### config.mk
export PLATFORM = sky130hd
export DESIGN_NAME = hv_chunk_feeder
export DESIGN_NICKNAME = d
export VERILOG_FILES = /design/src/rtl/hv_chunk_feeder.sv
export SDC_FILE = /design/constraint.sdc
export NUM_CORES = 1
export LEC_CHECK = 0
export ABC_AREA = 1
export CAP_MARGIN = 20
export CORE_AREA = 2 2 406 408
export CTS_BUF_LIST = sky130_fd_sc_hd__clkbuf_2 sky130_fd_sc_hd__clkbuf_4 sky130_fd_sc_hd__clkbuf_8
export DETAILED_ROUTE_END_ITERATION = 10
export DIE_AREA = 0 0 408 410
export GPL_TIMING_DRIVEN = 1
export PLACE_DENSITY = 0.44
export SETUP_SLACK_MARGIN = 0.4
export SYNTH_ARGS = -nofsm -noshare
export SYNTH_HDL_FRONTEND = slang
export SYNTH_SLANG_ARGS = --single-unit
### constraint.sdc
create_clock -name clk -period 2.7 [get_ports clk]
set_input_delay 0.54 -clock clk [delete_from_list [all_inputs] [get_ports clk]]
set_output_delay 0.54 -clock clk [all_outputs]
set_load 0.01 [all_outputs]
### src/rtl/hv_chunk_feeder.sv
// hv_chunk_feeder: holds the query HV and streams class-HV chunks from a
// synchronous-read class memory to the partial_dot consumer. One chunk is
// kept prefetched so class_hv advances on the same edge that samples a strobe.
module hv_chunk_feeder #(
  parameter int WIDTH  = 256,
  parameter int CENT_W = 16,
  parameter int D      = 256,
  parameter int NUM_C  = 10,
  parameter int ADDR_W = $clog2(NUM_C * (D / (WIDTH / CENT_W))),
  parameter int CL_W   = $clog2(NUM_C)
) (
  input  logic              clk,
  input  logic              rst_n,
  input  logic              prime,
  input  logic [WIDTH-1:0]  in_hv_i,
  input  logic              next_cent,
  input  logic              next_class,
  input  logic              pd_done,
  output logic              mem_en,
  output logic [ADDR_W-1:0] mem_addr,
  input  logic [WIDTH-1:0]  mem_rdata,
  output logic [WIDTH-1:0]  in_hv,
  output logic [WIDTH-1:0]  class_hv,
  output logic [CL_W-1:0]   class_L,
  output logic              ready,
  output logic              err,
  output logic [2:0]        dbg_state
);

  localparam int GROUPS = WIDTH / CENT_W;
  localparam int CHUNKS = D / GROUPS;
  localparam int DEPTH  = NUM_C * CHUNKS;
  localparam int CH_W   = $clog2(CHUNKS);

  // Strobe protocol: next_cent / next_class are single-cycle requests sampled
  // on the rising edge. A request is accepted only in STREAM with a prefetched
  // chunk available (pf_valid) and a legal chunk/class position; the new chunk
  // is on class_hv right after that edge. Anything else sets the sticky err
  // and is otherwise ignored. ready marks that the consumer may start issuing.
  typedef enum logic [2:0] {
    IDLE   = 3'd0,
    FILL0  = 3'd1,
    FILL1  = 3'd2,
    FILL2  = 3'd3,
    STREAM = 3'd4
  } state_t;

  state_t              state, state_d;
  logic [WIDTH-1:0]    in_hv_d, class_hv_d, pf, pf_d;
  logic                pf_valid, pf_valid_d;
  logic                rd_q, rd_q_d;
  logic [CH_W-1:0]     chunk, chunk_d;
  logic [CL_W-1:0]     class_d;
  logic                mem_en_d, ready_d, err_d;
  logic [ADDR_W-1:0]   mem_addr_d;

  logic                strobe, cent_ok, class_ok;
  logic [CH_W-1:0]     adv_chunk;
  logic [CL_W-1:0]     adv_class;
  logic [ADDR_W:0]     lin_next;

  assign dbg_state = state;

  // Strobe legality and the address of the chunk after the one being advanced to.
  always_comb begin
    strobe    = next_cent | next_class;
    cent_ok   = next_cent && !next_class && pf_valid && (chunk != CH_W'(CHUNKS - 1));
    class_ok  = next_class && !next_cent && pf_valid && (chunk == CH_W'(CHUNKS - 1))
                && (class_L != CL_W'(NUM_C - 1));
    adv_chunk = class_ok ? '0 : chunk + CH_W'(1);
    adv_class = class_ok ? class_L + CL_W'(1) : class_L;
    // Linear address order: next prefetch is simply current linear index + 1.
    lin_next  = (ADDR_W+1)'(adv_class) * (ADDR_W+1)'(CHUNKS)
              + (ADDR_W+1)'(adv_chunk) + (ADDR_W+1)'(1);
  end

  // Next-state and datapath updates.
  always_comb begin
    state_d    = state;
    in_hv_d    = in_hv;
    class_hv_d = class_hv;
    pf_d       = pf;
    pf_valid_d = pf_valid;
    rd_q_d     = 1'b0;
    chunk_d    = chunk;
    class_d    = class_L;
    mem_en_d   = 1'b0;
    mem_addr_d = mem_addr;
    ready_d    = ready;
    err_d      = err;
    case (state)
      IDLE: begin
        if (prime) begin
          in_hv_d    = in_hv_i;
          err_d      = 1'b0;
          chunk_d    = '0;
          class_d    = '0;
          mem_en_d   = 1'b1;
          mem_addr_d = '0;
          state_d    = FILL0;
        end
        if (strobe) err_d = 1'b1;
      end
      FILL0: begin
        mem_en_d   = 1'b1;
        mem_addr_d = ADDR_W'(1);
        state_d    = FILL1;
        if (strobe) err_d = 1'b1;
      end
      FILL1: begin
        class_hv_d = mem_rdata;
        state_d    = FILL2;
        if (strobe) err_d = 1'b1;
      end
      FILL2: begin
        pf_d       = mem_rdata;
        pf_valid_d = 1'b1;
        ready_d    = 1'b1;
        state_d    = STREAM;
        if (strobe) err_d = 1'b1;
      end
      STREAM: begin
        if (pd_done) begin
          ready_d    = 1'b0;
          pf_valid_d = 1'b0;
          state_d    = IDLE;
        end else begin
          // Read issued on the previous edge: data is on mem_rdata now.
          rd_q_d = mem_en;
          if (rd_q) begin
            pf_d       = mem_rdata;
            pf_valid_d = 1'b1;
          end
          if (cent_ok || class_ok) begin
            class_hv_d = pf;
            pf_valid_d = 1'b0;
            chunk_d    = adv_chunk;
            class_d    = adv_class;
            if (lin_next < (ADDR_W+1)'(DEPTH)) begin
              mem_en_d   = 1'b1;
              mem_addr_d = lin_next[ADDR_W-1:0];
            end
          end else if (strobe) begin
            err_d = 1'b1;
          end
        end
      end
      default: state_d = IDLE;
    endcase
  end

  // State and datapath registers.
  always_ff @(posedge clk or negedge rst_n) begin
    if (!rst_n) begin
      state    <= IDLE;
      in_hv    <= '0;
      class_hv <= '0;
      pf       <= '0;
      pf_valid <= 1'b0;
      rd_q     <= 1'b0;
      chunk    <= '0;
      class_L  <= '0;
      mem_en   <= 1'b0;
      mem_addr <= '0;
      ready    <= 1'b0;
      err      <= 1'b0;
    end else begin
      state    <= state_d;
      in_hv    <= in_hv_d;
      class_hv <= class_hv_d;
      pf       <= pf_d;
      pf_valid <= pf_valid_d;
      rd_q     <= rd_q_d;
      chunk    <= chunk_d;
      class_L  <= class_d;
      mem_en   <= mem_en_d;
      mem_addr <= mem_addr_d;
      ready    <= ready_d;
      err      <= err_d;
    end
  end

endmodule
==> results of run 1 <==
-- per-layer routing --
metal / GRT usage [%] / part of all wire, % / vias up
met2: 27.5 / 51 / 921
met4: 3.81 / 2.1 / 30
li1: - / - / 11600
met3: 6.49 / 8.6 / 272
met1: 16.9 / 38 / 12500
met5: 0 / 0.15 / -
-- cell usage after synthesis, drive strengths merged --
library cell / n / area share (%)
nand2: 575 / 6.8
buf: 109 / 2.1
nand3b: 2 / 0.047
o22ai: 1 / 0.020
dfrtp: 792 / 62
o21bai: 1 / 0.024
ha: 4 / 0.16
nor3: 3 / 0.047
nand4: 2 / 0.039
mux2: 512 / 18
a21oi: 4 / 0.098
o21ai: 13 / 0.22
a31oi: 256 / 5.0
nor2: 277 / 3.3
inv: 28 / 0.33
xor2: 3 / 0.083
clkbuf: 61 / 0.72
nand3: 27 / 0.46
o31ai: 5 / 0.12
-- kinds of logic (layout without fill, tap and decap cells) --
logic type | Yosys count | count (layout) | synth area share (%)
AOI/OAI and AO/OA | 280 | 280 | 5.51
and+or+nand+nor | 886 | 887 | 10.7
DFF | 792 | 792 | 62.3
muxes | 512 | 512 | 18.1
adders and majority gates | 4 | 4 | 0.157
buffers and inverters | 198 | 1536 | 3.11
xor gates and xnor gates | 3 | 3 | 0.0826
other | 0 | 7 | 0
-- layout make-up --
cell class | instances | area (um^2) | share of cell area [%]
sequential | 792 | 19800 | 39.5
timing repair buffer | 1236 | 12800 | 25.5
multi-input combinational | 1686 | 11300 | 22.5
clock buffer | 245 | 3020 | 6.02
tap | 2189 | 2740 | 5.46
clock inverter | 27 | 329 | 0.656
inverter | 28 | 123 | 0.244
antenna | 7 | 17.5 | 0.0349
-- critical path, cell delays in order (launching register included) --
cell and delay [ns]:
dfrtp_2 0.43, nor2_2 0.12, inv_2 0.06, nor2_4 0.19, buf_12 0.15, clkinv_8 0.04, nor2_4 0.12, clkinv_4 0.11
buf_12 0.15, nand2_8 0.11, buf_12 0.12, clkbuf_16 0.14, buf_4 0.11, mux2_2 0.32
-- timing repair --
action | in CTS | in global routing
endpoints found under the setup margin | 994 | 594
hold buffers | 1 | 0
resized for setup | 673 | 158
cloned | 3 | 31
endpoints found under the hold margin | 158 | 0
setup buffers | 8 | 29
pin swaps | 2 | 5
-- worst max path at each step --
stage	endpoint	slack (ns)	cells after the start	from
floorplan	pf[215]$_DFFE_PN0P_	0.66	10	dbg_state[1]$_DFFE_PN0P_
global placement	class_hv[55]$_DFFE_PN0P_	-0.05	11	next_class
detailed placement	class_hv[176]$_DFFE_PN0P_	-0.11	11	next_class
CTS	class_hv[223]	0.15	1	class_hv[223]$_DFFE_PN0P_
global route	pf[96]$_DFFE_PN0P_	0.30	11	dbg_state[1]$_DFFE_PN0P_
finish	pf[83]$_DFFE_PN0P_	0.40	13	dbg_state[1]$_DFFE_PN0P_
-- per-stage QoR --
step,utilization (%),std cells,setup TNS [ns]
2_1_floorplan,-,2675,0
3_3_place_gp,27.8,5859,-1.72
3_5_place_dp,27.8,5859,-7.22
4_1_cts,29.7,6143,0
5_1_grt,30.7,6208,0
6_report,30.7,6210,0
-- flip-flops by register name, indices dropped and copies added, names as in the netlist, 3 cells and up --
name,count
class_hv,256
in_hv,256
pf,256
mem_addr,8
chunk,4
class_L,4
dbg_state,3
-- power breakdown --
group,internal [W],switching (W)
Combinational,0.0137,0.0130
Sequential,0.0180,0.00333
Clock,0.00750,0.00565
==> impl_metrics.json, run 1 <==
{
  "status": "finished, final reports clean",
  "fin_nets": 4422,
  "finalPower_w": 0.0612,
  "critPathLaunchType": "flop",
  "ys_warn_count": 0,
  "design.die.area_um2": 167000,
  "cp.required_ns": 3.45,
  "worst-setup-path-type": "reg2reg",
  "syn_inst": 2675,
  "rr_worst_depth": 13,
  "clk_latency_ns": 0.88,
  "cts_buffers": 156,
  "ant_nets": 0,
  "vias": 25400,
  "grt_max_degree": 144,
  "syn-num-nets": 3197,
  "post_drt_via_cell_ratio": 4.08,
  "grt_pass1_wl_mm": 188,
  "routedWlPerCell_um": 22.4,
  "gp_congestion": 0.835,
  "dr.pass1.iters": 5,
  "area_growth_pct": 57.7,
  "antenna_found_initial": 63,
  "post-place-ws_ns": -0.107,
  "place_area_um2": 45500,
  "synth_cell_types": 32,
  "netlist_area_um2": 31800,
  "port_buffers": 1047,
  "syn_area_per_cell_um2": 11.9,
  "drv_slew": 0,
  "period_needed_ns": 2.30,
  "powerDensity_nw_per_um2": 1220,
  "tightest_slew_ns": 0.951,
  "fillers": 17100,
  "critical_path.max_fanout": 7,
  "finalSetupViolCount": 0,
  "cap_violations": 0,
  "drt_wl_total_mm": 139,
  "io_pins": 1048,
  "p_leak_nw": 22.1,
  "fin_skew_ns": 0.0325,
  "ys_seq_area_share_pct": 62.3,
  "coreArea_um2": 163000,
  "holdWs_ns": 0.160,
  "die_y_um": 410,
  "route.detailed.drc": 0,
  "max_freq_mhz": 435,
  "root_buffer": "clkbuf_8",
  "slew_headroom_pct": 36.6,
  "cp.arrival_ns": 3.05,
  "setup_ws_ns": 0.402,
  "drtIter0Drc": 1124,
  "hold_class": "in2async",
  "most-common-layout-cells": "dfrtp_1 (773), nand2_1 (569), clkdlybuf4s50_1 (516)",
  "ys_ff_latch": 792,
  "fp-row-count": 149,
  "cts_tree": "yes",
  "r2r_start": "dbg_state[1]$_DFFE_PN0P_",
  "rrSetupSlack_ns": 0.40,
  "dp_hpwl_mm": 98.8,
  "layout_commonest_cell": "dfrtp_1",
  "start_util_pct": 19.5,
  "die_w_um": 408,
  "rsz0062_at_grt": "yes",
  "clock-sinks": 792,
  "h-tree-depth": 4,
  "critical_path.endpoint_type": "flop",
  "path_clk_slew_ns": 0.06,
  "drive_gt1_share_pct": 26.2,
  "final-hold-violation-count": 0,
  "grt_pass1_vias": 25100,
  "irDropWorstVdd_v": 0.000700,
  "final_area_um2": 50200,
  "clock_path_buffers": 3,
  "gr-usage-all-layers_pct": 15.5,
  "r2r_end": "pf[83]$_DFFE_PN0P_",
  "min_period_over_period_pct": 85.1,
  "grt-ovfl-total": 0
}
(Power assumes the default switching activity.)
==> run 2: changes to the inputs <==
- CELL_PAD_IN_SITES_DETAIL_PLACEMENT: default -> 0
- CELL_PAD_IN_SITES_GLOBAL_PLACEMENT: default -> 2
- CORE_AREA: 2 2 406 408 -> 2 2 404 406
- DIE_AREA: 0 0 408 410 -> 0 0 406 408
- PLACE_DENSITY: 0.44 -> 0.61
==> run 2 against run 1 <==
- combinational power down 2%
- sequential cell count unchanged
- largest power group unchanged
- clock power is essentially flat
- via count grew 0.14%
- critical endpoint is now class_hv[139]$_DFFE_PN0P_
==> impl_metrics.json, run 2 (same netlist as run 1, synthesis figures left out) <==
{
  "status": "finished, final reports clean",
  "cp.required_ns": 3.49,
  "route.detailed.drc": 0,
  "r2r_start": "chunk[1]$_DFFE_PN0P_",
  "die_y_um": 408,
  "critical_path.startpoint": "chunk[1]$_DFFE_PN0P_",
  "min-delay-start": "mem_rdata[160]",
  "fin_skew_ns": 0.0426,
  "cts_buffers": 157,
  "coreArea_um2": 162000,
  "final-hold-violation-count": 0,
  "irDropWorstVdd_v": 0.000524,
  "drtIter0Drc": 1117,
  "fillers": 16700,
  "drv_slew": 0,
  "largest_registers": "class_hv: 256 flops, in_hv: 256 flops, pf: 256 flops",
  "die_w_um": 406,
  "gr-usage-all-layers_pct": 16.3,
  "critical_path.max_fanout": 18,
  "path_clk_slew_ns": 0.06,
  "hold_path_depth": 3,
  "rr_worst_depth": 12,
  "design.die.area_um2": 166000,
  "area_growth_pct": 56.2,
  "grt_pass1_wl_mm": 193,
  "start_util_pct": 19.7,
  "holdWs_ns": 0.264,
  "max_freq_mhz": 443,
  "rrSetupSlack_ns": 0.44,
  "antenna_found_initial": 86,
  "rsz0062_at_grt": "yes",
  "critPathLaunchType": "flop",
  "gp_congestion": 0.811,
  "ant_nets": 0,
  "min_period_over_period_pct": 83.5,
  "hold_class": "in2reg",
  "hold_path_end": "class_hv[160]$_DFFE_PN0P_",
  "layout_commonest_cell": "dfrtp_1",
  "critical_path.endpoint_type": "flop",
  "finalSetupViolCount": 0,
  "finalPower_w": 0.0603,
  "post_drt_via_cell_ratio": 4.11,
  "fp-row-count": 148,
  "clk_latency_ns": 0.87,
  "grt_max_degree": 152,
  "tightest_slew_ns": 1.13,
  "tns_ns": 0,
  "cap_violations": 0,
  "r2r_end": "class_hv[139]$_DFFE_PN0P_",
  "clock_path_buffers": 3,
  "slew_headroom_pct": 24.4,
  "io_pins": 1048,
  "routedWlPerCell_um": 23.1,
  "drive_gt1_share_pct": 25.0,
  "powerDensity_nw_per_um2": 1210,
  "p_leak_nw": 21.7,
  "most-common-layout-cells": "dfrtp_1 (784), nand2_1 (567), clkdlybuf4s50_1 (516)",
  "period_needed_ns": 2.26,
  "grt_pass1_vias": 25500,
  "h-tree-depth": 4,
  "port_buffers": 1047,
  "worst-setup-path-type": "reg2reg",
  "drt_wl_total_mm": 142,
  "dr.pass1.iters": 5,
  "cp.arrival_ns": 3.05,
  "grt-ovfl-total": 0,
  "root_buffer": "clkbuf_8",
  "clock-sinks": 792,
  "vias": 25400,
  "fin_nets": 4399,
  "dp_hpwl_mm": 103,
  "cts_tree": "yes"
}
## run 2: cell types whose count changed in the layout (fill, tap and decap cells not counted), sizes merged
cell,delta
nand3,+1
clkinv,-1
inv,+3
buf,-30
bufinv,-1
clkdlybuf4s15,-34
clkbuf,-10
diode,+10
dlymetal6s2s,+4
clkinvlp,-1
bufbuf,-1
dlygate4sd2,+45
## run 2: layer usage
metal / global-route usage (%) / vias to the layer above / part of all wire, %
li1: - / 11600 / -
met1: 16.6 / 12500 / 36
met2: 29.3 / 939 / 51
met3: 7.54 / 321 / 9.9
met4: 4.98 / 36 / 3.0
met5: 0 / - / 0.15
## run 2: how the worst max path moves through the flow
| stage | endpoint | cells past startpoint |
|---|---|---|
| final | class_hv[139]$_DFFE_PN0P_ | 12 |
| after global routing | class_hv[139]$_DFFE_PN0P_ | 12 |
| after CTS | class_hv[223] | 1 |
| after detailed placement | class_hv[59]$_DFFE_PN0P_ | 12 |
| after global placement | class_hv[45]$_DFFE_PN0P_ | 12 |
| after floorplan | pf[215]$_DFFE_PN0P_ | 10 |
## run 2: area by class of cell
| class | instances | area, um^2 | area share [%] |
|---|---|---|---|
| clock buffers | 244 | 2960 | 5.97 |
| flip-flops and latches | 792 | 19800 | 39.9 |
| well taps | 2175 | 2720 | 5.48 |
| multi-input cells | 1687 | 11200 | 22.5 |
| clock inverters | 27 | 300 | 0.604 |
| inverters | 28 | 113 | 0.227 |
| repair buffers | 1211 | 12500 | 25.2 |
| diodes | 17 | 42.5 | 0.0856 |
## run 2: timing repair
action                                 CTS  global route
resized for setup                      567           105
hold buffers                             1             0
endpoints found under the hold margin   18             0
gates cloned                             4            21
setup endpoints to repair              886           440
setup buffers                            6            21
pin swaps                                1            17
## run 2: worst max-delay path, stage by stage, from the launching register on
cell	delay [ns]
dfrtp_1	0.42
ha_4	0.19
nand3_4	0.09
nand3b_1	0.13
o21ai_4	0.23
nand2_2	0.10
a21oi_4	0.15
buf_12	0.17
buf_16	0.19
buf_12	0.13
clkbuf_16	0.17
nor2_1	0.05
a31oi_1	0.12
## run 2: report_power, final
part	switching, W	leakage, nW	internal (W)	total [W]
sequential	0.00309	9.18	0.0180	0.0210
clock	0.00573	1.73	0.00727	0.0130
combinational	0.0130	10.8	0.0132	0.0262
total	0.0218	21.7	0.0384	0.0603
## run 2: stage by stage
stage	cell area (um^2)	utilization, %	cells	setup WS (ns)
after floorplan	31800	-	2675	0.660
after global placement	45600	28.2	5840	-0.0968
after detailed placement	45600	28.2	5840	-0.135
after CTS	48600	30.0	6122	0.141
after global routing	49700	30.7	6176	0.316
final	49700	30.7	6181	0.445
